===== src/rtl/pgo_pkg.sv =====
// Shared definitions for the per-channel gain/offset pixel stage: mode codes,
// unity gain and output clamping.
package pgo_pkg;
  localparam logic [1:0] MODE_BYPASS = 2'd0;
  localparam logic [1:0] MODE_GAIN   = 2'd1;
  localparam logic [1:0] MODE_GREY   = 2'd2;

  function automatic int gain_one(input int frac);
    return 1 << frac;
  endfunction

  function automatic int clamp_dw(input int v, input int dw);
    int hi;
    hi = (1 << dw) - 1;
    if (v < 0) return 0;
    if (v > hi) return hi;
    return v;
  endfunction
endpackage


===== src/rtl/pgo_lane.sv =====
// One channel lane: registered x*K product, then floor shift, offset add,
// clamp and output register. Bypass multiplies by unity and drops the offset.
module pgo_lane
  import pgo_pkg::*;
#(
  parameter int DW   = 12,
  parameter int KW   = 8,
  parameter int FRAC = 4,
  parameter int CW   = 8
) (
  input  logic                 iCLK,
  input  logic                 iRST,
  input  logic                 iEN1,
  input  logic                 iEN2,
  input  logic [1:0]           iMODE,
  input  logic [DW-1:0]        iX,
  input  logic [KW-1:0]        iK,
  input  logic signed [CW-1:0] iC,
  output logic [DW-1:0]        oPIX
);
  localparam int PW = DW + KW;

  logic [PW-1:0] prod_q, prod_d;
  logic          byp_q, byp_d;
  logic [DW-1:0] pix_q, pix_d;
  logic [KW-1:0] k_eff;
  int            sum;

  always_comb begin
    byp_d  = !(iMODE == MODE_GAIN || iMODE == MODE_GREY);
    k_eff  = byp_d ? KW'(gain_one(FRAC)) : iK;
    prod_d = PW'(iX) * PW'(k_eff);
    // product is unsigned, so the shift is a floor; offset is sign-extended
    sum    = int'(prod_q >> FRAC) + (byp_q ? 0 : int'(iC));
    pix_d  = DW'(clamp_dw(sum, DW));
  end

  always_ff @(posedge iCLK or posedge iRST) begin
    if (iRST) begin
      prod_q <= '0;
      byp_q  <= 1'b0;
      pix_q  <= '0;
    end else begin
      if (iEN1) begin
        prod_q <= prod_d;
        byp_q  <= byp_d;
      end
      if (iEN2) pix_q <= pix_d;
    end
  end

  assign oPIX = pix_q;
endmodule


===== src/rtl/pixel_gain_offset_pipe.sv =====
// NCH-channel gain/offset/grey stage: key edge detect, coefficient register
// file with saturating adjust, source muxes and a 2-stage valid pipeline.
module pixel_gain_offset_pipe
  import pgo_pkg::*;
#(
  parameter int DW   = 12,
  parameter int NCH  = 3,
  parameter int KW   = 8,
  parameter int FRAC = 4,
  parameter int CW   = 8,
  parameter int SW   = $clog2(NCH)
) (
  input  logic              iCLK,
  input  logic              iRST,
  input  logic              iVALID,
  input  logic [NCH*DW-1:0] iPIX,
  input  logic [1:0]        iMODE,
  input  logic [SW-1:0]     iSRC_SEL,
  input  logic              iINC,
  input  logic              iDEC,
  input  logic              iSEL_C,
  input  logic [SW-1:0]     iCH_SEL,
  output logic              oVALID,
  output logic [NCH*DW-1:0] oPIX,
  output logic [KW-1:0]     oCOEF_K,
  output logic [CW-1:0]     oCOEF_C
);
  localparam int STAGES = 2;
  localparam logic [CW-1:0] C_MAX = {1'b0, {(CW-1){1'b1}}};
  localparam logic [CW-1:0] C_MIN = {1'b1, {(CW-1){1'b0}}};

  logic [NCH-1:0][KW-1:0] k_q, k_d, k_sel;
  logic [NCH-1:0][CW-1:0] c_q, c_d, c_sel;
  logic [NCH-1:0][DW-1:0] pix_in, pix_out, x_sel;
  logic                   inc_q, dec_q, press_inc, press_dec, ch_ok;
  logic [SW-1:0]          src_eff, src1_q;
  logic [1:0]             mode1_q;
  logic [STAGES:1]        vld_q;

  assign pix_in    = iPIX;
  assign press_inc = iINC & ~inc_q;
  assign press_dec = iDEC & ~dec_q;
  assign ch_ok     = int'(iCH_SEL) < NCH;
  assign src_eff   = (int'(iSRC_SEL) < NCH) ? iSRC_SEL : '0;

  always_comb begin
    k_d = k_q;
    c_d = c_q;
    if (ch_ok && (press_inc ^ press_dec)) begin
      if (!iSEL_C) begin
        if (press_inc && k_q[iCH_SEL] != {KW{1'b1}}) k_d[iCH_SEL] = k_q[iCH_SEL] + KW'(1);
        else if (press_dec && k_q[iCH_SEL] != '0)    k_d[iCH_SEL] = k_q[iCH_SEL] - KW'(1);
      end else begin
        if (press_inc && c_q[iCH_SEL] != C_MAX)      c_d[iCH_SEL] = c_q[iCH_SEL] + CW'(1);
        else if (press_dec && c_q[iCH_SEL] != C_MIN) c_d[iCH_SEL] = c_q[iCH_SEL] - CW'(1);
      end
    end
  end

  // K is taken at stage-1 entry; C is taken at stage 2 using the captured mode/source
  always_comb begin
    for (int l = 0; l < NCH; l++) begin
      x_sel[l] = (iMODE == MODE_GREY)   ? pix_in[src_eff] : pix_in[l];
      k_sel[l] = (iMODE == MODE_GREY)   ? k_q[src_eff]    : k_q[l];
      c_sel[l] = (mode1_q == MODE_GREY) ? c_q[src1_q]     : c_q[l];
    end
  end

  always_ff @(posedge iCLK or posedge iRST) begin
    if (iRST) begin
      for (int i = 0; i < NCH; i++) k_q[i] <= KW'(gain_one(FRAC));
      c_q     <= '0;
      inc_q   <= 1'b0;
      dec_q   <= 1'b0;
      vld_q   <= '0;
      mode1_q <= MODE_BYPASS;
      src1_q  <= '0;
    end else begin
      k_q   <= k_d;
      c_q   <= c_d;
      inc_q <= iINC;
      dec_q <= iDEC;
      vld_q <= {vld_q[STAGES-1:1], iVALID};
      if (iVALID) begin
        mode1_q <= iMODE;
        src1_q  <= src_eff;
      end
    end
  end

  for (genvar l = 0; l < NCH; l++) begin : g_lane
    pgo_lane #(.DW(DW), .KW(KW), .FRAC(FRAC), .CW(CW)) u_lane (
      .iCLK  (iCLK),
      .iRST  (iRST),
      .iEN1  (iVALID),
      .iEN2  (vld_q[1]),
      .iMODE (iMODE),
      .iX    (x_sel[l]),
      .iK    (k_sel[l]),
      .iC    (c_sel[l]),
      .oPIX  (pix_out[l])
    );
  end

  assign oVALID  = vld_q[STAGES];
  assign oPIX    = pix_out;
  assign oCOEF_K = ch_ok ? k_q[iCH_SEL] : '0;
  assign oCOEF_C = ch_ok ? c_q[iCH_SEL] : '0;
endmodule


===== config.mk =====
export PLATFORM = sky130hd
export DESIGN_NAME = pixel_gain_offset_pipe
export DESIGN_NICKNAME = d
export VERILOG_FILES = /design/src/rtl/pgo_pkg.sv /design/src/rtl/pgo_lane.sv /design/src/rtl/pixel_gain_offset_pipe.sv
export SDC_FILE = /design/constraint.sdc
export NUM_CORES = 1
export LEC_CHECK = 0
export ABC_AREA = 1
export CAP_MARGIN = 20
export CELL_PAD_IN_SITES_DETAIL_PLACEMENT = 1
export CELL_PAD_IN_SITES_GLOBAL_PLACEMENT = 2
export CORE_ASPECT_RATIO = 0.7
export CORE_UTILIZATION = 32
export CTS_CLUSTER_SIZE = 30
export DETAILED_ROUTE_END_ITERATION = 10
export PLACE_DENSITY = 0.8
export SYNTH_ARGS = -nofsm -noshare
export SYNTH_HDL_FRONTEND = slang
export SYNTH_SLANG_ARGS = --single-unit
export TNS_END_PERCENT = 50

===== constraint.sdc =====
create_clock -name iCLK -period 4.8 [get_ports iCLK]
set_input_delay 0.96 -clock iCLK [delete_from_list [all_inputs] [get_ports iCLK]]
set_output_delay 0.96 -clock iCLK [all_outputs]
set_load 0.03 [all_outputs]

==> impl_metrics.env <==
export IMPL_status="finished, violations left"
export IMPL_violations="DRC, setup timing"
export IMPL_overflow=0
export IMPL_cp_arrival_ns=5.97
export IMPL_hold_violations=0
export IMPL_endpoint_kind="flop"
export IMPL_min_period_ns=5.62
export IMPL_cts_buffer_depth=2
export IMPL_slew_viol_final=0
export IMPL_mostFrequentLayoutCell="nand2_1"
export IMPL_hp_class="reg2reg"
export IMPL_finClkSkew_ns=0.0151
export IMPL_grt_max_degree=85
export IMPL_synth_edff_count=0
export IMPL_synth_top_area_frac=0.180
export IMPL_cts_buffers=17
export IMPL_clockRootBuffer="clkbuf_16"
export IMPL_fillers=7747
export IMPL_r2r_slack_ns=-0.51
export IMPL_antenna_left=0
export IMPL_grt_pass1_vias=24300
export IMPL_gp_congestion=0.919
export IMPL_period_share=1.17
export IMPL_drtIter0Drc=1163
export IMPL_vias_per_cell=5.01
export IMPL_stdcell_count=4484
export IMPL_avgRoutedWirePerCell_um=19.3
export IMPL_whs_ns=0.417
export IMPL_htree_levels=4
export IMPL_pin_count=101
export IMPL_slew_limit_headroom=0.387
export IMPL_wl_um=86800
export IMPL_fp_dieArea_um2=64800
export IMPL_netlist_instances=3008
export IMPL_synth_flop_cell="dfrtp_1"
export IMPL_fp_coreArea_um2=63100
export IMPL_fin_ws_ns=-0.823
export IMPL_start_util=0.323
export IMPL_power_total_uw=10300
export IMPL_powerDensity_nw_per_um2=340
export IMPL_syn_nets=3411
export IMPL_clk_pin_slew_ns=0.07
export IMPL_fmax_mhz=178
export IMPL_worstMarginPinSlew_ns=0.919
export IMPL_ys_seq_area_frac=0.173
export IMPL_setup_viol=43
export IMPL_drc=2
export IMPL_synth_area_leaders="fa_1, dfrtp_1, nand2_1"
export IMPL_worstSkewPairLatency_ns=0.50
export IMPL_final_cell_mix="nand2_1, buf_4, inv_1"
export IMPL_yosysTopAreaCell="fa_1"
export IMPL_numClockSinks=141
export IMPL_die_w_um=304
export IMPL_num_rows=77
export IMPL_drive_gt1_frac=0.318
export IMPL_syn_area_um2=20400
export IMPL_io_buffers=100
export IMPL_cts_tree="yes"
export IMPL_place_area_um2=26400
export IMPL_maxCapViolCount=0
export IMPL_area_growth_pct=48.0
export IMPL_start_kind="input pin"
export IMPL_irDropWorstVdd_uv=229
export IMPL_worstPathMaxFanout=7
export IMPL_grt_use_total=0.259
export IMPL_cellLeakagePower_uw=0.0156
export IMPL_num_vias=22400
export IMPL_yosysWarningCount=0
export IMPL_antenna_found_initial=1
export IMPL_async_flop_share=1.00
export IMPL_rsz0062_at_grt="yes"
export IMPL_dp_hpwl_um=65300
export IMPL_nets=4046
export IMPL_grt_pass1_wl_um=132000
export IMPL_dp_cells=4292
export IMPL_diodes=0
export IMPL_chipHeight_um=213
export IMPL_drtPass1Iterations=8
export IMPL_critical_path_class="in2reg"
export IMPL_finalInstanceArea_um2=30200
export IMPL_yosys_register_bits=141
export IMPL_syn_area_per_cell_um2=6.78
export IMPL_yosysUniqueCellTypes=52
export IMPL_cp_required_ns=5.15
## state kept, by name, summed over array words and instances (netlist names), named ones only
| signal | flops |
|---|---|
| g_lane.u_lane.oPIX | 36 |
| mode1_q | 2 |
| dec_q | 1 |
| vld_q | 2 |
| c_q | 21 |
| inc_q | 1 |
| src1_q | 2 |
| k_q | 21 |
| g_lane.u_lane.prod_q | 48 |
| g_lane.u_lane.byp_q | 1 |
## repair_timing
| item | CTS | global route |
|---|---|---|
| setup buffers | 100 | 75 |
| pin swaps | 175 | 179 |
| endpoints found under the hold margin | 0 | 0 |
| resized for setup | 352 | 226 |
| hold buffers | 0 | 0 |
| cloned | 4 | 0 |
| endpoints found under the setup margin | 48 | 58 |
## critical path, stage by stage
cell,delay [ns]
buf_12,0.12
inv_8,0.06
nand2_8,0.08
buf_4,0.15
buf_12,0.14
o21ai_4,0.15
o21ai_4,0.09
buf_4,0.16
a21oi_4,0.22
clkinv_4,0.13
nor2_1,0.17
fa_1,0.48
fa_1,0.54
fa_1,0.54
inv_1,0.06
fa_1,0.53
inv_2,0.05
ha_4,0.30
nand4_1,0.14
o21ai_4,0.26
buf_6,0.14
nand3_1,0.08
nand2_2,0.10
xor2_2,0.19
o21ai_1,0.09
## synth_stat cells, drive strengths merged, types with 4 or more instances
| library cell | instances |
|---|---|
| xor2 | 40 |
| clkinv | 7 |
| nor3 | 18 |
| a31oi | 12 |
| o21ai | 209 |
| xnor2 | 34 |
| fa | 183 |
| o21bai | 7 |
| nand3 | 160 |
| nand2 | 810 |
| or2 | 4 |
| nand3b | 7 |
| nand4 | 16 |
| a22oi | 6 |
| a21oi | 185 |
| clkbuf | 40 |
| o22ai | 5 |
| dfrtp | 138 |
| buf | 21 |
| a211oi | 7 |
| nor2 | 310 |
| inv | 596 |
| ha | 172 |
## cells by family (layout without fill, tap and decap cells)
kind of cell / count (synthesis) / in the layout / synth area share
and+or+nand+nor: 1329 / 1330 / 0.265
buffers and inverters: 664 / 1310 / 0.125
AOI/OAI and AO/OA: 445 / 445 / 0.120
adders and majority gates: 355 / 355 / 0.285
DFF: 141 / 141 / 0.173
xor gates and xnor gates: 74 / 74 / 0.0322
## report_power, final
part	internal (uW)	switching [uW]
Clock	751	642
Sequential	1530	276
Combinational	2970	4100
## metal layers
layer / share of wire / vias up / GRT usage
met4: 0.025 / 0 / 0.0599
met1: 0.45 / 11300 / 0.344
met3: 0.037 / 140 / 0.0269
met2: 0.49 / 442 / 0.454
met5: 0 / - / 0
li1: - / 10600 / -
## stage by stage
step | util | setup TNS (ns) | worst slack, ns
2_1_floorplan | - | -12.45 | -0.571
5_1_grt | 0.478 | -31.05 | -0.993
3_3_place_gp | 0.418 | -69.89 | -1.83
4_1_cts | 0.457 | -18.93 | -0.661
6_report | 0.478 | -23.51 | -0.823
3_5_place_dp | 0.418 | -72.68 | -1.88
## final cells by class
| cell class | count | area [um^2] | share of cell area |
|---|---|---|---|
| multi-input cells | 2204 | 16700 | 0.553 |
| repair buffers | 676 | 5940 | 0.197 |
| flip-flops and latches | 141 | 3530 | 0.117 |
| clock inverters | 12 | 129 | 0.00427 |
| inverters | 603 | 2390 | 0.0794 |
| well taps | 829 | 1040 | 0.0344 |
| clock buffers | 19 | 453 | 0.0150 |
## final timing paths
path,from,endpoint,cells past startpoint
setup / recovery,iSRC_SEL[0],g_lane[2].u_lane.prod_q[19],25
hold / removal,vld_q[1],vld_q[2],0
setup reg to reg,k_q[5],g_lane[2].u_lane.prod_q[19],21
hold reg to reg,vld_q[1],vld_q[2],0
max in group asynchronous,iRST,g_lane[1].u_lane.prod_q[18],3
min in group asynchronous,iRST,g_lane[2].u_lane.oPIX[9],2
No activity file was read; power rests on OpenSTA's default activity.
